## src/rtl/mca_mult_seq.sv

```systemverilog
// Sequential 4x4 approximate multiplier: one 4-bit maskable-carry adder reused
// over four shift-add steps, with valid/ready handshakes on operands and product.
//
// state | meaning
// IDLE  | waiting for operands, in_ready high
// RUN   | one shift-add step per cycle, cnt 0..3
// DONE  | product valid, held until out_ready
module mca_mult_seq #(
  parameter bit SKIP_ZERO = 1'b0
) (
  input  logic       clk,
  input  logic       rst_n,
  input  logic       in_valid,
  output logic       in_ready,
  input  logic [3:0] a,
  input  logic [3:0] b,
  input  logic [3:0] mask,
  output logic       out_valid,
  input  logic       out_ready,
  output logic [7:0] product,
  output logic       busy
);

  typedef enum logic [1:0] {IDLE, RUN, DONE} state_t;

  state_t      r_state;
  state_t      w_state_nxt;
  logic [3:0]  r_a;
  logic [3:0]  r_mask;
  logic [3:0]  r_h;
  logic [3:0]  r_l;
  logic [1:0]  r_cnt;
  logic [7:0]  r_product;

  logic [3:0]  w_sum;
  logic [4:0]  w_carry;
  logic [3:0]  w_h_step;
  logic        w_c_step;
  logic        w_skip;

  // Ripple adder whose carry into each next bit can be killed by the mask.
  always_comb begin
    w_sum      = '0;
    w_carry    = '0;
    w_carry[0] = 1'b0;
    for (int i = 0; i < 4; i++) begin
      w_sum[i]     = r_h[i] ^ r_a[i] ^ w_carry[i];
      w_carry[i+1] = ((r_h[i] & r_a[i]) | ((r_h[i] ^ r_a[i]) & w_carry[i])) & ~r_mask[i];
    end
  end

  assign w_c_step = r_l[0] & w_carry[4];
  assign w_h_step = r_l[0] ? w_sum : r_h;
  assign w_skip   = SKIP_ZERO && ((a == 4'd0) || (b == 4'd0));

  always_ff @(posedge clk) begin
    if (!rst_n) r_state <= IDLE;
    else        r_state <= w_state_nxt;
  end

  always_comb begin
    w_state_nxt = r_state;
    case (r_state)
      IDLE:    if (in_valid) w_state_nxt = w_skip ? DONE : RUN;
      RUN:     if (r_cnt == 2'd3) w_state_nxt = DONE;
      DONE:    if (out_ready) w_state_nxt = IDLE;
      default: w_state_nxt = IDLE;
    endcase
  end

  always_ff @(posedge clk) begin
    if (!rst_n) begin
      r_a       <= '0;
      r_mask    <= '0;
      r_h       <= '0;
      r_l       <= '0;
      r_cnt     <= '0;
      r_product <= '0;
    end else begin
      case (r_state)
        IDLE: begin
          if (in_valid) begin
            r_a    <= a;
            r_mask <= mask;
            r_h    <= '0;
            r_l    <= w_skip ? 4'd0 : b;
            r_cnt  <= '0;
            if (w_skip) r_product <= '0;
          end
        end
        RUN: begin
          // {C,H,L} >> 1 with the adder carry entering H[3]
          r_h   <= {w_c_step, w_h_step[3:1]};
          r_l   <= {w_h_step[0], r_l[3:1]};
          r_cnt <= r_cnt + 2'd1;
          if (r_cnt == 2'd3) r_product <= {w_c_step, w_h_step[3:1], w_h_step[0], r_l[3:1]};
        end
        default: ;
      endcase
    end
  end

  // in_ready is gated by rst_n so it reads low for as long as reset is held.
  assign in_ready  = (r_state == IDLE) && rst_n;
  assign out_valid = (r_state == DONE);
  assign busy      = (r_state == RUN);
  assign product   = r_product;

endmodule

```

## config.mk

```make
export PLATFORM = sky130hd
export DESIGN_NAME = mca_mult_seq
export DESIGN_NICKNAME = d
export VERILOG_FILES = /design/src/rtl/mca_mult_seq.sv
export SDC_FILE = /design/constraint.sdc
export NUM_CORES = 1
export LEC_CHECK = 0
export ABC_AREA = 1
export CORE_ASPECT_RATIO = 0.7
export CORE_MARGIN = 2
export CORE_UTILIZATION = 35
export CTS_CLUSTER_SIZE = 28
export DETAILED_ROUTE_END_ITERATION = 12
export SYNTH_ARGS = -nofsm -noshare
export SYNTH_HDL_FRONTEND = slang
export SYNTH_SLANG_ARGS = --single-unit
```

## constraint.sdc

```tcl
create_clock -name clk -period 4.7 [get_ports clk]
set_input_delay 1.175 -clock clk [delete_from_list [all_inputs] [get_ports clk]]
set_output_delay 1.175 -clock clk [all_outputs]
set_load 0.01 [all_outputs]
```

[Word level (Yosys, flattened, before mapping)]
Index checks and enable logic that the tools add are counted.
Cells by class
  bitwise logic cells: 26
  reduce and logical (&&, ||, !) cells: 7
  add/sub/neg operators: 1
  eq/ne operators: 6
  muxes and demuxes: 11
Operator list (number)
  4-bit one-hot mux with 2 select lines: 2
  1-bit bitwise AND: 12
  4-bit 2-to-1 mux: 3
  2-bit 2-to-1 mux: 4
  1-bit XOR: 7
  2-bit one-hot mux with 3 select lines: 1
  2-bit AND reduction: 3
  2-bit == test (second input constant): 2
  2-bit by 1-bit != test with 1-bit output (second input constant): 2
  1-bit NOT: 4
  2-bit one-hot mux with 2 select lines: 1
  1-bit bitwise OR: 3
  3-bit AND reduction: 1
  2-bit by 1-bit adder with 2-bit output (second input constant): 1
  2-bit by 1-bit == test with 1-bit output (second input constant): 1
  2-bit logical NOT: 1
  2-bit != test (second input constant): 1
  2-bit nonzero test: 1
  1-bit logical AND: 1
Storage, ports and cells
  input port bits: 16
  register bits: 28
  output and inout port bits: 11

[Longest topological paths before layout]
  depth in word-level cells: 13
  mapped depth: 13
  gate-level depth less buffers: 13

[Least setup slack after synthesis]
OpenSTA, ideal clock, no wires.
  path kind: input to output
  from: input rst_n
  to: output in_ready
  arrival time: 1.814 ns
  buffers on the path: 2
  required time: 3.525 ns
  cell stages on the path: 4
  path slack: 1.711 ns
  cell sequence: clkbuf_1 > inv_1 > buf_2 > nor2_1
On the way
  cells in the longest elaborated chain, start to end: 1
Ends and longest elaborated chain
  start, declared: RTL line 12  | input logic rst_n,
  1-bit logical AND: RTL line 104  | assign in_ready = (r_state == IDLE) && rst_n;
  end, declared: RTL line 14  | output logic in_ready,
No other way between the ends.

[Worst setup path after layout]
Ends and elaborated chain as after synthesis.

==> summary.txt <==
Route
  – DR pass1 iterations: 4
  – Top Metal Used: met3
  – Post-route ant nets: 0
  – DRT iter0 DRCs: 82
  – Post-Route WL: 2590 um
  – Drt via density: 4.55
  – Routed wl met2: 1230 um
  – Drt drc: 0
  – Met3 routed wirelength: 40 um
  – Routed len/inst: 10.6 um
  – Vias: 1,115
  – Metal-1 WL: 1320 um

Clock tree
  – Clock edge transition at the registers on the reported setup and hold paths: 90 ps
  – Max clock buf depth: 2
  – Post-CTS resize count: 0
  – Worst skew pair latency: 270 ps
  – Root Driver: clkbuf_8
  – Hold buffers post-CTS: 0
  – Num Clock Sinks: 28
  – CTS H-tree depth: 1
  – Post-CTS Setup Bufs: 0
  – CTS tree: built
  – TritonCTS Buffers: 3

Power
  – Combinational power share: 0.126
  – Peak supply drop: 0.120 mV
  – Pleak: 0.635 nW
  – Switching power: 110 uW
  – Switching share of power: 0.239
  – Clock power frac: 0.317
  – Seq pwr share: 0.557
  – Internal power: 350 uW
  – PD cells: 286 nW/um^2

Logic synthesis
  – Post-synth EDFFs: 0
  – Synth unique cells: 20
  – Synthesis Warnings: 0
  – Top cells by count, synth: nand2_1 (40), dfxtp_1 (28), nor2_1 (25), inv_1 (18), a21oi_1 (16)
  – Synth Net Count: 192
  – Most common cell in the netlist: nand2_1
  – Primary FF master, synth: dfxtp_1
  – Synth area leaders: dfxtp_1 (44%), nand2_1 (12%), nor2_1 (7.4%), a21oi_1 (6.3%), inv_1 (5.3%)
  – Area leader, netlist: dfxtp_1
  – Synthesized netlist cell count: 171
  – Synth async-reset ratio: 0
  – Sequential fraction of the synthesis area: 0.441
  – Share of the synthesized area in the top cell type: 0.441
  – Yosys reg bits: 28
  – Cell area after synthesis: 1270 um^2
  – Syn_area_per_cell: 7.43 um^2

GRT
  – Vias in the first global route: 1,038
  – First-pass GRT wire length: 4430 um
  – Total gr overflow: 0
  – Initial antenna violation count: 0
  – Largest net degree at the start of global routing: 20
  – Gr usage total: 0.135

Critical path
  – Crit path DAT: 2580 ps
  – Worst setup EP type: output pin
  – Most frequent cell on the critical path: clkdlybuf4s50_1
  – Crit path cell chain: clkdlybuf4s50_1 -> inv_1 -> nor2_1 -> clkdlybuf4s50_1
  – Crit Path Category: input port to output pin
  – Slack of the worst reg-to-reg path: 2200 ps
  – Max Fanout on Critical Path: 10
  – Crit-path max cell delay: 660 ps
  – Slowest CP cell: clkdlybuf4s50_1
  – WP buf/inv: 3
  – Worst setup SP type: input port
  – Worst EP required: 3520 ps
  – CP top delay family: buffers and inverters

Min path
  – Hold crit path type: flop to flop

Timing
  – Final Hold Viols: 0
  – Max-slew violations: 0
  – Max Clk Rate: 266 MHz
  – Worst slew pin tran: 465 ps
  – Setup violators final: 0
  – Setup TNS: 0 ps
  – Final Skew: 4.21 ps
  – RSZ-0062 raised after global routing: false
  – Period utilisation layout: 0.800
  – Max-slew headroom at the worst pin: 0.690
  – Final Critical Period: 3760 ps

Cells and area
  – Nets@finish: 217
  – Layout cell share with drive strength beyond 1: 0.0667
  – N_diodes: 0
  – Final Util: 0.460
  – Area delta synth->final: 26.3%

Floorplanning
  – Initial Utilization: 0.364
  – Placeable Area: 3490 um^2
  – Die Height: 54.4 um
  – Die width: 76.0 um
  – Cell Rows: 18
  – Die area: 4140 um^2
  – IO Count: 27

Status
  – Status: finished, final reports clean

Placement
  – GPL Wtd Cong: 0.753
  – Port Buffers: 26
  – DP HPWL: 1980 um

Run
  – Max cap viols: 0
metal layers:
metal / up-vias / GRT usage
li1: 587 / -
met1: 517 / 0.166
met2: 11 / 0.247
met3: 0 / 0.0347
met4: 0 / 0.0273
met5: - / 0
tightest hold or removal path, delay by kind of cell (launching register included):
family	cells	cell delay [ps]
flip-flops	1	310
AO/OA/AOI/OAI	1	50
buffers and inverters	1	60
power groups by stage:
stage	clock [mW]	sequential (mW)	combinational, mW
floorplan	0	0.259	0.0393
finish	0.146	0.256	0.0580
global placement	0	0.261	0.0581
CTS	0.152	0.256	0.0589
global route	0.164	0.258	0.0667
detailed placement	0	0.262	0.0588
flip-flops by register name, summed over array words and instances, names as in the netlist:
register and count:
r_mask 4, r_h 4, r_state 2, r_cnt 2, r_a 4, product 8, r_l 4
stage by stage:
step           power (mW)  area [um^2]  hold WS, ps  cells  setup slack [ps]
2_1_floorplan       0.298         1270          429    171              1710
3_3_place_gp        0.319         1550          448    241               955
3_5_place_dp        0.320         1550          451    241               925
4_1_cts             0.467         1610          466    245               930
5_1_grt             0.489         1610          497    245               846
6_report            0.460         1610          461    245               940
placed cells by master (no fill, tap or decap), types with 2 or more instances in the layout:
cell type,netlist,layout
fa_1,3,3
clkbuf_8,0,4
o211ai_1,3,3
inv_1,18,18
o21ai_0,5,5
clkdlybuf4s50_1,0,26
nand2_1,40,40
nor2_1,25,25
a21oi_1,16,16
nand3_1,7,7
nand2_2,2,2
nor2_2,2,2
ha_1,2,2
o21ai_1,9,9
dfxtp_1,28,28
cell type report:
cell class | instances | area (um^2)
clock buffers | 4 | 55.1
flip-flops and latches | 28 | 561
multi-input cells | 117 | 588
well taps | 50 | 62.6
fillers | 373 | 1890
inverters | 19 | 71.3
repair buffers | 27 | 268
final timing paths:
check	from	depth (start not counted)	end
hold / removal	r_mask[1]	2	r_mask[1]
hold reg to reg	r_mask[1]	2	r_mask[1]
setup / recovery	rst_n	4	in_ready
setup reg to reg	r_a[0]	13	product[6]
logic make-up (layout without fill, tap and decap cells):
kind of cell,after synthesis,after routing,share of synthesized area
compound gates,34,34,0.143
fa+ha+maj,5,5,0.0669
buf+inv,26,50,0.0965
flops,28,28,0.441
simple gates,78,78,0.253
(Power assumes the default switching activity.)
==> RTL change (config.mk and constraints unchanged) <==
Encoding of `state_t`: now one-hot (3 bits for 3 states).
--- a/src/rtl/mca_mult_seq.sv
+++ b/src/rtl/mca_mult_seq.sv
@@ -21,7 +21,7 @@
   output logic       busy
 );
 
-  typedef enum logic [1:0] {IDLE, RUN, DONE} state_t;
+  typedef enum logic [2:0] {IDLE = 3'b001, RUN = 3'b010, DONE = 3'b100} state_t;
 
   state_t      r_state;
   state_t      w_state_nxt;
Formal check against the unedited RTL: same outputs for any inputs over 10 cycles, from zero or initial values and one cycle with rst_n low; not proved beyond that.
==> RTL change against the original RTL <==
Cell area grew 6.2%. Via count grew 7.6%. Clock skew rose by 5.3 ps. Setup slack lost 74 ps. Global-route usage is 1.5 points higher. Routed wire length increased by 17%. Die area is 4.7% higher. Total power grew 18%. Highest routed layer is now met4. Sequential cell count increased by 1. Clock power rose by 37%. Utilization increased by 1.6 points. Hold slack got worse by 0.56 ps. Area after synthesis is 5.0% higher.
==> RTL change: results (changes against the original RTL) <==
| Metric | Value |
|---|---|
| Status | completed (unchanged) |
| HPWL after detailed placement | 2050 um (was 1980 um) |
| Final #Nets | 226 (was 217) |
| Hold Crit Start | product[0]$_SDFFE_PN0P_ (was r_mask[1]$_SDFFE_PN0P_) |
| Synthesized Nets | 199 (was 192) |
| Compound-Gate Fraction of Synth Area | 11.4% (was 14.3%) |
| Yosys cell types | 22 (was 20) |
| Post_cts resized | 0 (unchanged) |
| Ratio of cells with drive above 1 in the final layout | 8.25% (was 6.67%) |
| Final Skew | 9.55 ps (was 4.21 ps) |
| Wire per inst | 11.8 um (was 10.6 um) |
| Actual slew at the worst max-slew pin | 1000 ps (was 465 ps) |
| Non-Filler Instances | 256 (was 245) |
| 1st-iter DRT viols | 75 (was 82) |
| Crit path max fanout | 11 (was 10) |
| Synth Area in XOR/XNOR | 0% (unchanged) |
| Clock transition at path regs | 70 ps (was 90 ps) |
| Setup bufs post-CTS | 0 (unchanged) |
| GRT Util Overall | 15.0% (was 13.5%) |
| Dpl ws | 869 ps (was 925 ps) |
| R2R depth | 14 (was 13) |
| Syn_area_per_cell | 7.50 um^2 (was 7.43 um^2) |
| Routability congestion estimate | 0.804 (was 0.753) |
| R2r setup slk | 2330 ps (was 2200 ps) |
| Antenna Cells | 0 (unchanged) |
| Arr. time, crit path | 2660 ps (was 2580 ps) |
| Largest register FFs | 8 (unchanged) |
| Initial antenna violation count | 0 (unchanged) |
| DR vias/cell | 4.69 (was 4.55) |
| Number of global-route vias before repair | 1136 (was 1038) |
| Post-Synth Adder-Cell Area | 6.37% (was 6.69%) |
| CTS Buf Count | 5 (was 3) |
| Largest net degree at the start of global routing | 21 (was 20) |
| Ranking of synthesized cells by area | dfxtp_1, nand2_1, a21oi_1 (was dfxtp_1, nand2_1, nor2_1) |
| # fillers | 365 (was 373) |
| First-pass GRT wire length | 5080 um (was 4430 um) |
| Yosys warnings | 0 (unchanged) |
| H-tree depth | 2 (was 1) |
| Hold EP | product[0]$_SDFFE_PN0P_ (was r_mask[1]$_SDFFE_PN0P_) |
| Commonest cells post-synth | nand2_1, dfxtp_1, nor2_1 (unchanged) |
| Leak | 0.000672 uW (was 0.000635 uW) |
| Placed insts | 248 (was 241) |
| Worst r2r src | r_h[0]$_SDFFE_PN0P_ (was r_a[0]$_SDFFE_PN0P_) |
| Peak VDD IR | 0.222 mV (was 0.120 mV) |
| Sequential-to-total area share from yosys stat | 43.5% (was 44.1%) |
| Reg-to-Reg End | r_h[2]$_SDFFE_PN0P_ (was product[6]$_SDFFE_PN0P_) |
-- RTL change: changes by cell type after synthesis, moves of 3 or more --
cell	change
nand2_1	+11
inv_1	-9
o21ai_1	-9
nand4_1	+6
a21oi_1	+4
nand3_1	+4
nor2_1	-4
o21ai_0	+4
o211ai_1	-3
-- RTL change: layer usage --
metal	GRT usage, %	routed length [um]
met4	4.59	8
met5	0	0
met1	20.2	1620
met2	23.2	1280
met3	4.38	116
-- RTL change: worst max-delay path, stage by stage --
cell and delay, ps:
clkdlybuf4s50_1 710, inv_1 110, nor2_1 120, clkdlybuf4s50_1 540
-- RTL change: kinds of logic after synthesis --
logic type / count (synthesis)
buf+inv: 20
flops: 29
compound gates: 30
fa+ha+maj: 5
simple gates: 94
-- RTL change: stage by stage --
step                hold WS, ps  instance area, um^2
floorplan                   429                 1340
global placement            448                 1620
detailed placement          452                 1620
CTS                         466                 1710
global route                481                 1710
finish                      460                 1710
-- RTL change: power by group --
part	switching, uW	leakage (uW)	internal (uW)
Combinational	39.7	0.000391	30.5
Sequential	12.2	0.000236	259
Clock	98.0	0.0000439	102
Total	150	0.000672	392
-- RTL change: how the worst max path moves through the flow --
stage               startpoint       end  slack [ps]  depth (start not counted)
global route             rst_n  in_ready         770                          4
finish                   rst_n  in_ready         870                          4
floorplan                rst_n  in_ready        1920                          3
CTS                      rst_n  in_ready         860                          4
detailed placement       rst_n  in_ready         870                          4
global placement         rst_n  in_ready         900                          4
-- RTL change: final cells by class --
class	instances	area, um^2	area share, %
multi-input combinational	129	657	38.5
sequential	29	581	34.0
timing repair buffer	27	268	15.7
clock buffer	5	68.8	4.04
tap	50	62.6	3.67
inverter	13	51.3	3.01
clock inverter	3	17.5	1.03
